File: config.mk
export PLATFORM = sky130hd
export DESIGN_NAME = mmio_uart_tx_flat
export DESIGN_NICKNAME = d
export VERILOG_FILES = /design/src/rtl/mmio_uart_tx_if.sv /design/src/rtl/mmio_uart_tx.sv /design/src/flat_wrapper.sv
export SDC_FILE = /design/constraint.sdc
export NUM_CORES = 1
export LEC_CHECK = 0
export BUFFER_PORTS_ARGS = -buffer_cell sky130_fd_sc_hd__buf_2
export CORE_MARGIN = 3
export CORE_UTILIZATION = 30
export CTS_CLUSTER_SIZE = 12
export DETAILED_ROUTE_END_ITERATION = 12
export MAX_ROUTING_LAYER = met4
export PLACE_DENSITY = 0.59
export SLEW_MARGIN = 15
export SYNTH_ARGS = -nofsm -noshare
export SYNTH_HDL_FRONTEND = slang
export SYNTH_SLANG_ARGS = --single-unit
File: constraint.sdc
create_clock -name clk -period 3.5 [get_ports clk]
set_input_delay 0.525 -clock clk [delete_from_list [all_inputs] [get_ports clk]]
set_output_delay 0.525 -clock clk [all_outputs]
set_load 0.02 [all_outputs]
File: src/rtl/mmio_uart_tx_if.sv
// Data-memory bus seen by the UART TX peripheral: the core drives address, data and
// write enable, and the peripheral answers with read data and its window hit flag.
interface mmio_uart_tx_if;
    logic [31:0] addr;
    logic [31:0] wdata;
    logic        we;
    logic [31:0] rdata;
    logic        hit;

    modport master (output addr, output wdata, output we, input rdata, input hit);
    modport slave  (input addr, input wdata, input we, output rdata, output hit);
endinterface

File: src/rtl/mmio_uart_tx.sv
// Memory-mapped 8N1 UART transmitter: software pushes bytes into a TX FIFO through
// a 16-byte register window, and a four-state FSM shifts them out LSB first on tx.
module mmio_uart_tx #(
    parameter logic [31:0] BASE_ADDR   = 32'h1000_0000,
    parameter int          FIFO_DEPTH  = 8,
    parameter logic [15:0] DEFAULT_DIV = 16'd868
) (
    input  logic          clk,
    input  logic          reset,
    mmio_uart_tx_if.slave bus,
    output logic          tx,
    output logic          irq
);

    localparam int PTR_W = $clog2(FIFO_DEPTH);
    localparam int CNT_W = PTR_W + 1;

    typedef enum logic [1:0] {IDLE, START, DATA, STOP} state_t;

    state_t           state, state_next;
    logic [15:0]      bit_cnt, bit_cnt_next;
    logic [2:0]       bit_idx, bit_idx_next;
    logic [7:0]       shift, shift_next;
    logic             tx_next;

    logic [15:0]      baud_div;
    logic             ctrl_enable, ctrl_irq_en;
    logic             overflow;

    logic [7:0]       fifo_mem [FIFO_DEPTH];
    logic [PTR_W-1:0] rd_ptr, wr_ptr;
    logic [CNT_W-1:0] count;
    logic             fifo_empty, fifo_full;

    logic [1:0]       reg_sel;
    logic             wr_en, push, push_ok, pop, busy;
    logic             unused_bits;

    assign bus.hit    = (bus.addr[31:4] == BASE_ADDR[31:4]);
    assign reg_sel    = bus.addr[3:2];
    assign wr_en      = bus.hit & bus.we;
    assign push       = wr_en && (reg_sel == 2'd0);
    assign fifo_empty = (count == '0);
    assign fifo_full  = (count == CNT_W'(FIFO_DEPTH));
    // A push into a full FIFO still fits if the FSM pops the head on the same edge.
    assign push_ok    = push & (~fifo_full | pop);
    assign busy       = (state != IDLE);
    assign irq        = ctrl_irq_en & fifo_empty & ~busy;
    assign unused_bits = ^{bus.wdata[31:16], bus.addr[1:0]};

    always_comb begin
        bus.rdata = '0;
        if (bus.hit) begin
            case (reg_sel)
                2'd1:    bus.rdata = {16'h0, 8'(count), 4'h0, overflow, fifo_empty, fifo_full, busy};
                2'd2:    bus.rdata = {16'h0, baud_div};
                2'd3:    bus.rdata = {30'h0, ctrl_irq_en, ctrl_enable};
                default: bus.rdata = '0;
            endcase
        end
    end

    always_ff @(posedge clk or negedge reset) begin
        if (!reset) begin
            baud_div    <= DEFAULT_DIV;
            ctrl_enable <= 1'b0;
            ctrl_irq_en <= 1'b0;
            overflow    <= 1'b0;
        end else begin
            if (wr_en && reg_sel == 2'd2)
                baud_div <= (bus.wdata[15:0] == 16'd0) ? 16'd1 : bus.wdata[15:0];
            if (wr_en && reg_sel == 2'd3) begin
                ctrl_enable <= bus.wdata[0];
                ctrl_irq_en <= bus.wdata[1];
            end
            // A dropped push on the same edge as a W1C keeps the flag set.
            if (push && fifo_full && !pop)
                overflow <= 1'b1;
            else if (wr_en && reg_sel == 2'd1 && bus.wdata[3])
                overflow <= 1'b0;
        end
    end

    always_ff @(posedge clk) begin
        if (push_ok)
            fifo_mem[wr_ptr] <= bus.wdata[7:0];
    end

    always_ff @(posedge clk or negedge reset) begin
        if (!reset) begin
            rd_ptr <= '0;
            wr_ptr <= '0;
            count  <= '0;
        end else begin
            if (push_ok)
                wr_ptr <= wr_ptr + PTR_W'(1);
            if (pop)
                rd_ptr <= rd_ptr + PTR_W'(1);
            case ({push_ok, pop})
                2'b10:   count <= count + CNT_W'(1);
                2'b01:   count <= count - CNT_W'(1);
                default: count <= count;
            endcase
        end
    end

    always_ff @(posedge clk or negedge reset) begin
        if (!reset) begin
            state   <= IDLE;
            bit_cnt <= '0;
            bit_idx <= '0;
            shift   <= '0;
            tx      <= 1'b1;
        end else begin
            state   <= state_next;
            bit_cnt <= bit_cnt_next;
            bit_idx <= bit_idx_next;
            shift   <= shift_next;
            tx      <= tx_next;
        end
    end

    // Each bit period reloads its counter from the live BAUD_DIV, so divisor writes
    // land at the next bit boundary; tx is derived from the next state so it is registered.
    always_comb begin
        state_next   = state;
        bit_cnt_next = bit_cnt;
        bit_idx_next = bit_idx;
        shift_next   = shift;
        pop          = 1'b0;
        case (state)
            IDLE: begin
                if (ctrl_enable && !fifo_empty) begin
                    pop          = 1'b1;
                    shift_next   = fifo_mem[rd_ptr];
                    bit_cnt_next = baud_div - 16'd1;
                    state_next   = START;
                end
            end
            START: begin
                if (bit_cnt == 16'd0) begin
                    state_next   = DATA;
                    bit_idx_next = 3'd0;
                    bit_cnt_next = baud_div - 16'd1;
                end else begin
                    bit_cnt_next = bit_cnt - 16'd1;
                end
            end
            DATA: begin
                if (bit_cnt == 16'd0) begin
                    bit_cnt_next = baud_div - 16'd1;
                    shift_next   = shift >> 1;
                    if (bit_idx == 3'd7)
                        state_next = STOP;
                    else
                        bit_idx_next = bit_idx + 3'd1;
                end else begin
                    bit_cnt_next = bit_cnt - 16'd1;
                end
            end
            STOP: begin
                if (bit_cnt == 16'd0) begin
                    if (ctrl_enable && !fifo_empty) begin
                        pop          = 1'b1;
                        shift_next   = fifo_mem[rd_ptr];
                        bit_cnt_next = baud_div - 16'd1;
                        state_next   = START;
                    end else begin
                        state_next = IDLE;
                    end
                end else begin
                    bit_cnt_next = bit_cnt - 16'd1;
                end
            end
            default: state_next = IDLE;
        endcase

        case (state_next)
            START:   tx_next = 1'b0;
            DATA:    tx_next = shift_next[0];
            default: tx_next = 1'b1;
        endcase
    end

endmodule

File: src/flat_wrapper.sv
// flat-port wrapper written by rule: the top's interface ports become plain ports
module mmio_uart_tx_flat 
#(
    parameter logic [31:0] BASE_ADDR   = 32'h1000_0000,
    parameter int          FIFO_DEPTH  = 8,
    parameter logic [15:0] DEFAULT_DIV = 16'd868
)
  (clk, reset, tx, irq, bus_addr, bus_wdata, bus_we, bus_rdata, bus_hit);
  mmio_uart_tx_if bus_i ();
  input  logic clk;
  input  logic reset;
  output logic tx;
  output logic irq;
  input wire logic [$bits(bus_i.addr)-1:0] bus_addr;
  input wire logic [$bits(bus_i.wdata)-1:0] bus_wdata;
  input wire logic [$bits(bus_i.we)-1:0] bus_we;
  output wire logic [$bits(bus_i.rdata)-1:0] bus_rdata;
  output wire logic [$bits(bus_i.hit)-1:0] bus_hit;
  assign bus_i.addr = bus_addr;
  assign bus_i.wdata = bus_wdata;
  assign bus_i.we = bus_we;
  assign bus_rdata = bus_i.rdata;
  assign bus_hit = bus_i.hit;
  mmio_uart_tx #(.BASE_ADDR(BASE_ADDR), .FIFO_DEPTH(FIFO_DEPTH), .DEFAULT_DIV(DEFAULT_DIV)) u_core (.clk(clk), .reset(reset), .bus(bus_i), .tx(tx), .irq(irq));
endmodule
# Word level (Yosys, flattened, before mapping)
# Memories as Yosys holds them, arrays and structs flattened.
# Index checks and enable logic that the tools add are counted.
op_classes:
  add_sub_neg: 7
  eq_ne: 17
  mux: 31
  bitwise: 7
  n_reduce_logical: 23
op_table:
  columns: ["operator", "count"]
  rows:
  - ["case mux 16 bit (3 select lines)", 2]
  - ["two-way mux 16 bit", 5]
  - ["zero test 16 bit", 2]
  - ["subtractor 16 x 1 -> 16 bit (second input constant)", 2]
  - ["== test 28 x 25 -> 1 bit (second input constant)", 1]
  - ["two-way mux 8 bit", 3]
  - ["case mux 8 bit (3 select lines)", 1]
  - ["== test 2 bit (second input constant)", 6]
  - ["two-way mux 2 bit", 5]
  - ["adder 3 x 1 -> 3 bit (second input constant)", 3]
  - ["two-way mux 3 bit", 3]
  - ["== test 2 x 1 -> 1 bit (second input constant)", 4]
  - ["logical AND 1 bit", 8]
  - ["case mux 2 bit (4 select lines)", 1]
  - ["case mux 4 bit (2 select lines)", 1]
  - ["nonzero test 2 bit", 4]
  - ["two-way mux 1 bit", 7]
  - ["!= test 2 x 1 -> 1 bit (second input constant)", 3]
  - ["case mux 3 bit (2 select lines)", 1]
  - ["adder 4 x 1 -> 4 bit (second input constant)", 1]
  - ["AND 1 bit", 4]
  - ["== test 4 bit (second input constant)", 1]
  - ["zero test 2 bit", 2]
  - ["zero test 4 bit", 1]
  - ["other kinds (11)", 14]
totals:
  register_bits: 59
  ramBits: 64
  inputBits: 67
  out_inout_bits: 35
  memories: 1
mem_list:
  columns: ["name", "depth", "word_bits", "read_ports", "rd_clocked_by_memory_dff", "wr", "line_no", "source"]
  rows:
  - ["u_core.fifo_mem", 8, 8, 1, 0, 1, "mmio_uart_tx.sv:30", "logic [7:0] fifo_mem [FIFO_DEPTH];"]

# Longest topological paths before layout
# Gate-level depths: netlist (run 1).
depth:
  depth_word: 10
  ltp_mapped: 11
  depth_no_buf: 11

# Worst setup path before layout (run 1)
# Ideal clock, no wire load.
synth_path:
  path_type: "register to register"
  start: "register u_core.bit_cnt[0]"
  end: "memory u_core.fifo_mem[2][0] (enable)"
  arrival_ps: 3195
  required_ps: 3102
  slack_ps: -93
  stages_incl_launch_ff: 9
  path_cell_list: "dfrtp_1 -> inv_1 -> ha_1 -> or4b_2 -> nor4_4 -> a21oi_2 -> nor3_4 -> o21ai_2 -> nor4b_1"
synth_via:
  elab_chain_cells: 7
synth_lines:
  columns: ["element", "line_no", "source"]
  rows:
  - ["from (decl)", "mmio_uart_tx.sv:21", "logic [15:0] bit_cnt, bit_cnt_next;"]
  - ["from (signal assigned)", "mmio_uart_tx.sv:116", "bit_cnt <= bit_cnt_next;"]
  - ["zero test 16 bit", "mmio_uart_tx.sv:162", "if (bit_cnt == 16'd0) begin"]
  - ["two-way mux 1 bit", "mmio_uart_tx.sv:162", null]
  - ["case mux 1 bit (2 select lines)", "mmio_uart_tx.sv:131", "case (state)"]
  - ["bitwise OR 1 bit", "mmio_uart_tx.sv:46", "assign push_ok = push & (~fifo_full | pop);"]
  - ["AND 1 bit", "mmio_uart_tx.sv:46", null]
  - ["two-way mux 1 bit", "mmio_uart_tx.sv:85", "if (push_ok)"]
  - ["two-way mux 1 bit (implied by the code)", "mmio_uart_tx.sv:86", "fifo_mem[wr_ptr] <= bus.wdata[7:0];"]
  - ["to (decl)", "mmio_uart_tx.sv:30", null]
# Every way passes these cells.

# Worst setup path after layout (run 1)
# Same ends and word-level chain as after synthesis.

==> results_dict.tcl, run 1 <==
set metrics [dict create \
    fin_crit_ns 3.21 \
    cts_made_buffers 17 \
    die_h_um 155 \
    layout-drive-gt1-share_pct 25.5 \
    wl_mm 16.2 \
    setup_tns_ns 0 \
    cts.repair.resized 0 \
    skew_ns 0.00977 \
    placed_cell_area_sq_um 7270 \
    fin_crit_sh_pct 91.7 \
    leakage_nw 3.18 \
    htree_num_levels 4 \
    initial_core_util_pct 31.1 \
    portBuffers 67 \
    relSlewSlack_pct 36.9 \
    synthArstFlopShare_pct 48.0 \
    ctsRootBufferMaster "clkbuf_16" \
    globalRouteOverflowTotal 0 \
    whs_ns 0.265 \
    timing.fmax_ghz 0.312 \
    first_pass_iters 5 \
    clk_pin_slew_ns 0.06 \
    r2r_end "u_core.fifo_mem[2][0]" \
    wl_per_cell_um 17.1 \
    hold_path.class "in -> async" \
    syn_inst 590 \
    via_count 4941 \
    critPathCaptureType "register" \
    critPathKind "reg -> reg" \
    grt_pass1_wl_mm 26.4 \
    tightest_slew_ns 0.937 \
    cp_data_required_time_ns 3.63 \
    slew_violations 0 \
    grt_usage_pct 14.2 \
    synthesis.area_sq_um 6640 \
    setup_viol 0 \
    synth.avg_cell_area_sq_um 11.3 \
    reg2reg_from "u_core.bit_cnt[0]" \
    cp.arrival_ns 3.34 \
    ff2ff_setup_slack_ns 0.29 \
    die-area_sq_um 24000 \
    syn2layout_area_growth_pct 18.7 \
    core_sq_um 21400 \
    diodes 0 \
    tritoncts "yes" \
    rows 53 \
    synth_ff_type "edfxtp_1" \
    drt-vias-per-instance 5.21 \
    grt_max_degree 60 \
    p_per_area_nw_per_um2 436 \
    fin_util_pct 36.9 \
    drc 0 \
    synth.distinct_cells 66 \
    max-clock-path-buffers 2 \
    synth_edf_count 64 \
    path_max_fanout 8 \
    cts_hold_buf 0 \
    rr_worst_depth 9 \
    yosys_register_bits 123 \
    ioPinCount 102 \
    fin_nets 741 \
    hold_violations 0 \
    ys_seq_area_share_pct 51.3 \
    startpoint_type "register" \
    fill_cells 2097 \
    finalInstanceArea_sq_um 7880 \
    rsz0062_at_grt "no" \
    vdd_drop_max_v 0.000323 \
    status "finished, final reports clean" \
    drv_cap 0 \
    synth_warnings 0 \
    clkSinkCount 123 \
    post_cts_buffers 0 \
    clock_latency_ns 0.42 \
    antenna_found_initial 0 \
    place.gp.congestion 0.882 \
    ant_nets 0 \
    die_w_um 155 \
    grt_pass1_vias 4865 \
    first_iter_violations 372 \
    dpl.hpwl_mm 11.4 \
]
[layer usage]
| layer | global-route usage, % | vias up | routed length (um) |
|---|---|---|---|
| li1 | - | 2344 | - |
| met3 | 2.99 | 19 | 920 |
| met4 | 3.62 | 0 | 197 |
| met1 | 19.4 | 2401 | 7490 |
| met5 | - | - | 0 |
| met2 | 21.7 | 177 | 7630 |
[registers in the layout (all words and copies together), names as in the netlist]
register            flops
u_core.baud_div        16
u_core.bit_cnt         16
u_core.bit_idx          3
u_core.count            4
u_core.ctrl_enable      1
u_core.ctrl_irq_en      1
u_core.fifo_mem        64
u_core.overflow         1
u_core.rd_ptr           3
u_core.shift            8
u_core.state            2
u_core.tx               1
u_core.wr_ptr           3
[logic make-up after synthesis]
kind of cell,after synthesis,synth area share (%)
compound gates,133,13.3
xor+xnor,28,3.69
fa+ha+maj,13,2.45
buf+inv,61,4.65
flops,123,51.3
mux,45,9.78
other cells,1,0.0565
simple gates,186,14.8
[worst max-delay path by stage]
| stage | startpoint | end | slack [ns] | cells past startpoint |
|---|---|---|---|---|
| finish | u_core.bit_cnt[0] | u_core.fifo_mem[2][0] | 0.29 | 9 |
| global route | u_core.bit_cnt[0] | u_core.fifo_mem[2][0] | 0.15 | 9 |
| CTS | u_core.bit_cnt[0] | u_core.fifo_mem[2][0] | 0.31 | 9 |
| detailed placement | u_core.bit_cnt[0] | u_core.fifo_mem[2][0] | 0.33 | 9 |
| global placement | u_core.bit_cnt[0] | u_core.fifo_mem[2][5] | 0.36 | 9 |
| floorplan | u_core.bit_cnt[0] | u_core.fifo_mem[0][0] | 0.05 | 8 |
[worst max-delay path, cell delays in order (launching register included)]
cell and delay [ns]:
dfrtp_1 0.44, inv_1 0.15, ha_1 0.18, or4b_2 0.64, nor4_4 0.30, a21oi_2 0.16
nor3_4 0.35, o21ai_2 0.20, nor4b_2 0.28, buf_4 0.21
[placed cells by master (no fill, tap or decap), drive strengths merged, types with 12 or more instances in the layout]
cell and n:
mux4 14, conb 16, and3 15, inv 17
nor4 17, xor2 13, mux2i 12, nor2 50
edfxtp 64, buf 87, nor3 16, ha 13
xnor2 15, clkbuf 17, dfrtp 53, a21oi 30
nand2 37, a22oi 19, o21ai 32, mux2 19
[layout make-up]
class	instances	area, sq um	share of cell area (%)
flip-flops and latches	123	3410	43.2
multi-input cells	421	3000	38.0
repair buffers	87	485	6.16
clock buffers	17	425	5.40
well taps	275	344	4.37
clock inverters	15	184	2.33
inverters	11	41.3	0.524
[power breakdown]
part	internal, mW	leakage (nW)	total [mW]	switching [mW]
Combinational	0.0243	1.51	0.0857	0.0614
Sequential	1.53	1.37	1.53	0.0000000162
Clock	1.13	0.298	1.82	0.691
[metrics by stage]
stage / setup slack (ns) / std cells / power (mW)
after floorplan: 0.0545 / 605 / 1.59
after global placement: 0.360 / 917 / 1.64
after detailed placement: 0.330 / 917 / 1.64
after CTS: 0.311 / 949 / 3.46
after global routing: 0.146 / 949 / 3.54
final: 0.291 / 949 / 3.43
[synth_stat cells, drive strengths merged (5+ instances only)]
library cell	instances	area share [%]
a211oi	5	0.57
clkbuf	24	1.4
mux2i	12	1.8
xor2	13	1.7
buf	26	2.7
or3	8	0.77
o211ai	8	0.90
ha	13	2.4
xnor2	15	2.0
o21ai	32	2.5
edfxtp	64	29
nand2	37	2.1
nor3	16	1.4
a21oi	30	2.3
nor2	50	2.8
nor2b	6	0.57
a22oi	19	2.1
mux2	19	3.2
dfstp	6	2.4
nor4	17	1.8
nand4	5	0.47
nand3	9	0.68
mux4	14	4.7
and3	15	1.4
inv	11	0.62
dfrtp	53	20
a22o	6	0.79
Note: power is estimated with default switching activity, not from simulation.
==> run 2: changes to the inputs <==
--- a/config.mk
+++ b/config.mk
@@ -11,7 +11,6 @@
 export CTS_CLUSTER_SIZE = 12
 export DETAILED_ROUTE_END_ITERATION = 12
 export MAX_ROUTING_LAYER = met4
-export PLACE_DENSITY = 0.59
 export SLEW_MARGIN = 15
 export SYNTH_ARGS = -nofsm -noshare
 export SYNTH_HDL_FRONTEND = slang
==> run 2 against run 1 <==
  * Sequential cell count unchanged
  * Total power rose by 1.0%
  * Non-clock buffer count grew 3
  * Die area did not move
  * Register-to-register slack improved by 0.07 ns
  * Worst hold slack lost 0.13 ns
  * Core utilization increased by 0.19 points
  * Cell count up 0.32%
  * Global-route usage fell by 0.47 points
  * Largest cell class unchanged
  * Largest power group unchanged
==> results_dict.tcl, run 2 (synthesis results as in run 1) <==
set metrics [dict create \
    placed_cells 920 \
    clock_power_share_pct 53.5 \
    ctsRootBufferMaster "clkbuf_16" \
    core_sq_um 21400 \
    p_sw_mw 0.768 \
    cts_hold_buf 0 \
    met3_length_um 820 \
    tightest_slew_ns 0.903 \
    cts_made_buffers 17 \
    vdd_drop_max_v 0.000313 \
    crit_chain "inv_1, ha_1, or4b_2, nor4_4, a21oi_2, nor3_4, o211ai_1, nor2_1, buf_4" \
    first_iter_violations 383 \
    final_common_cell "buf_2" \
    cp_slowest_cell "or4b_2" \
    initial_core_util_pct 31.1 \
    fin_crit_ns 3.14 \
    cp.arrival_ns 3.26 \
    p_per_area_nw_per_um2 438 \
    htree_num_levels 4 \
    relSlewSlack_pct 39.8 \
    regArea_sq_um 3410 \
    path_max_fanout 7 \
    hold_path.class "in -> async" \
    diodes 0 \
    ant_nets 0 \
    layout-drive-gt1-share_pct 26.0 \
    drc 0 \
    slew_violations 0 \
    critPathKind "reg -> reg" \
    grt_pass1_wl_mm 25.6 \
    largest_reg_flops 64 \
    slowest_delay_ns 0.64 \
    portBuffers 67 \
    syn2layout_area_growth_pct 19.3 \
    reg_top3 "u_core.fifo_mem x64, u_core.baud_div x16, u_core.bit_cnt x16" \
    globalRouteOverflowTotal 0 \
    timing.fmax_ghz 0.319 \
    critPathCaptureType "register" \
    whs_ns 0.140 \
    leakage_nw 3.21 \
    grt_max_degree 28 \
    grt_pass1_vias 4751 \
    hold_violations 0 \
    top_layer_used "met4" \
    cts.repair.resized 0 \
    post_cts_buffers 0 \
    largest-register "u_core.fifo_mem" \
    finalNonFillerCells 952 \
    cp_data_required_time_ns 3.63 \
    status "finished, final reports clean" \
    startpoint_type "register" \
    antenna_found_initial 0 \
    clock_latency_ns 0.42 \
    internal_power_mw 2.70 \
    multi_input_area_sq_um 3000 \
    wl_met1_mm 7.50 \
    max-clock-path-buffers 2 \
    grt_usage_pct 13.8 \
    wl_mm 15.9 \
    clk_pin_slew_ns 0.06 \
    final_cell_mix "buf_2, edfxtp_1, dfrtp_1" \
    fill_cells 2073 \
    fin_nets 744 \
    wl_per_cell_um 16.7 \
    die_h_um 155 \
    wl_met2_mm 7.43 \
    setup_viol 0 \
    skew_ns 0.00543 \
    drv_cap 0 \
    via_count 4946 \
    seq_power_share_pct 44.0 \
    combinationalPowerShare_pct 2.5 \
    ioPinCount 102 \
    rows 53 \
    die-area_sq_um 24000 \
    fin_crit_sh_pct 89.6 \
    dpl.hpwl_mm 11.3 \
    rsz0062_at_grt "no" \
    clkSinkCount 123 \
    drt-vias-per-instance 5.20 \
    p_sw_share_pct 22.2 \
    tritoncts "yes" \
    first_pass_iters 5 \
    setup_tns_ns 0 \
    fin_util_pct 37.1 \
    die_w_um 155 \
    place.gp.congestion 0.826 \
]
-- run 2: changes by cell type in the layout (fill, tap and decap cells not counted) --
cell / change
inv_8: +4
buf_4: +3
inv_6: -2
clkinv_1: -1
clkinv_2: -1
-- run 2: path summary, 6_finish.rpt --
kind                              startpoint               endpoint  slack [ns]  depth (start not counted)
max                        u_core.bit_cnt[0]  u_core.fifo_mem[7][5]        0.36                          9
min                                    reset        u_core.shift[1]        0.14                          1
max reg2reg                u_core.bit_cnt[0]  u_core.fifo_mem[7][5]        0.36                          9
min reg2reg                  u_core.overflow        u_core.overflow        0.51                          1
max in group asynchronous              reset     u_core.baud_div[5]        2.60                          2
min in group clk               bus_wdata[13]    u_core.baud_div[13]        0.36                          2
-- run 2: critical path, delay by kind of cell (launching register included) --
| kind | cells | cell delay [ns] |
|---|---|---|
| simple gates | 4 | 1.47 |
| flops | 1 | 0.44 |
| buf+inv | 2 | 0.38 |
| compound gates | 2 | 0.37 |
| fa+ha+maj | 1 | 0.18 |
-- run 2: through the flow --
stage	area, sq um	setup WS (ns)	power [mW]
floorplan	6710	0.0545	1.59
global placement	7300	0.410	1.64
detailed placement	7300	0.359	1.64
CTS	7920	0.345	3.50
global route	7920	0.0937	3.59
finish	7920	0.362	3.47
-- run 2: layer usage --
metal | vias up | GRT usage, %
met1 | 2414 | 18.9
met5 | - | -
met4 | 0 | 3.53
met2 | 157 | 21.0
met3 | 18 | 2.71
li1 | 2357 | -
-- run 2: area by class of cell --
class / count / area share (%)
Clock buffer: 17 / 5.37
Clock inverter: 15 / 2.56
Inverter: 11 / 0.521
Multi-Input combinational cell: 421 / 37.8
Sequential cell: 123 / 43.0
Tap cell: 275 / 4.34
Timing Repair Buffer: 90 / 6.41
-- run 2: power by group through the flow --
stage / clock, mW / sequential (mW) / combinational (mW)
after floorplan: 0 / 1.55 / 0.0372
after global placement: 0 / 1.55 / 0.0881
after detailed placement: 0 / 1.55 / 0.0894
after CTS: 1.89 / 1.53 / 0.0896
after global routing: 1.97 / 1.52 / 0.0979
final: 1.86 / 1.53 / 0.0875
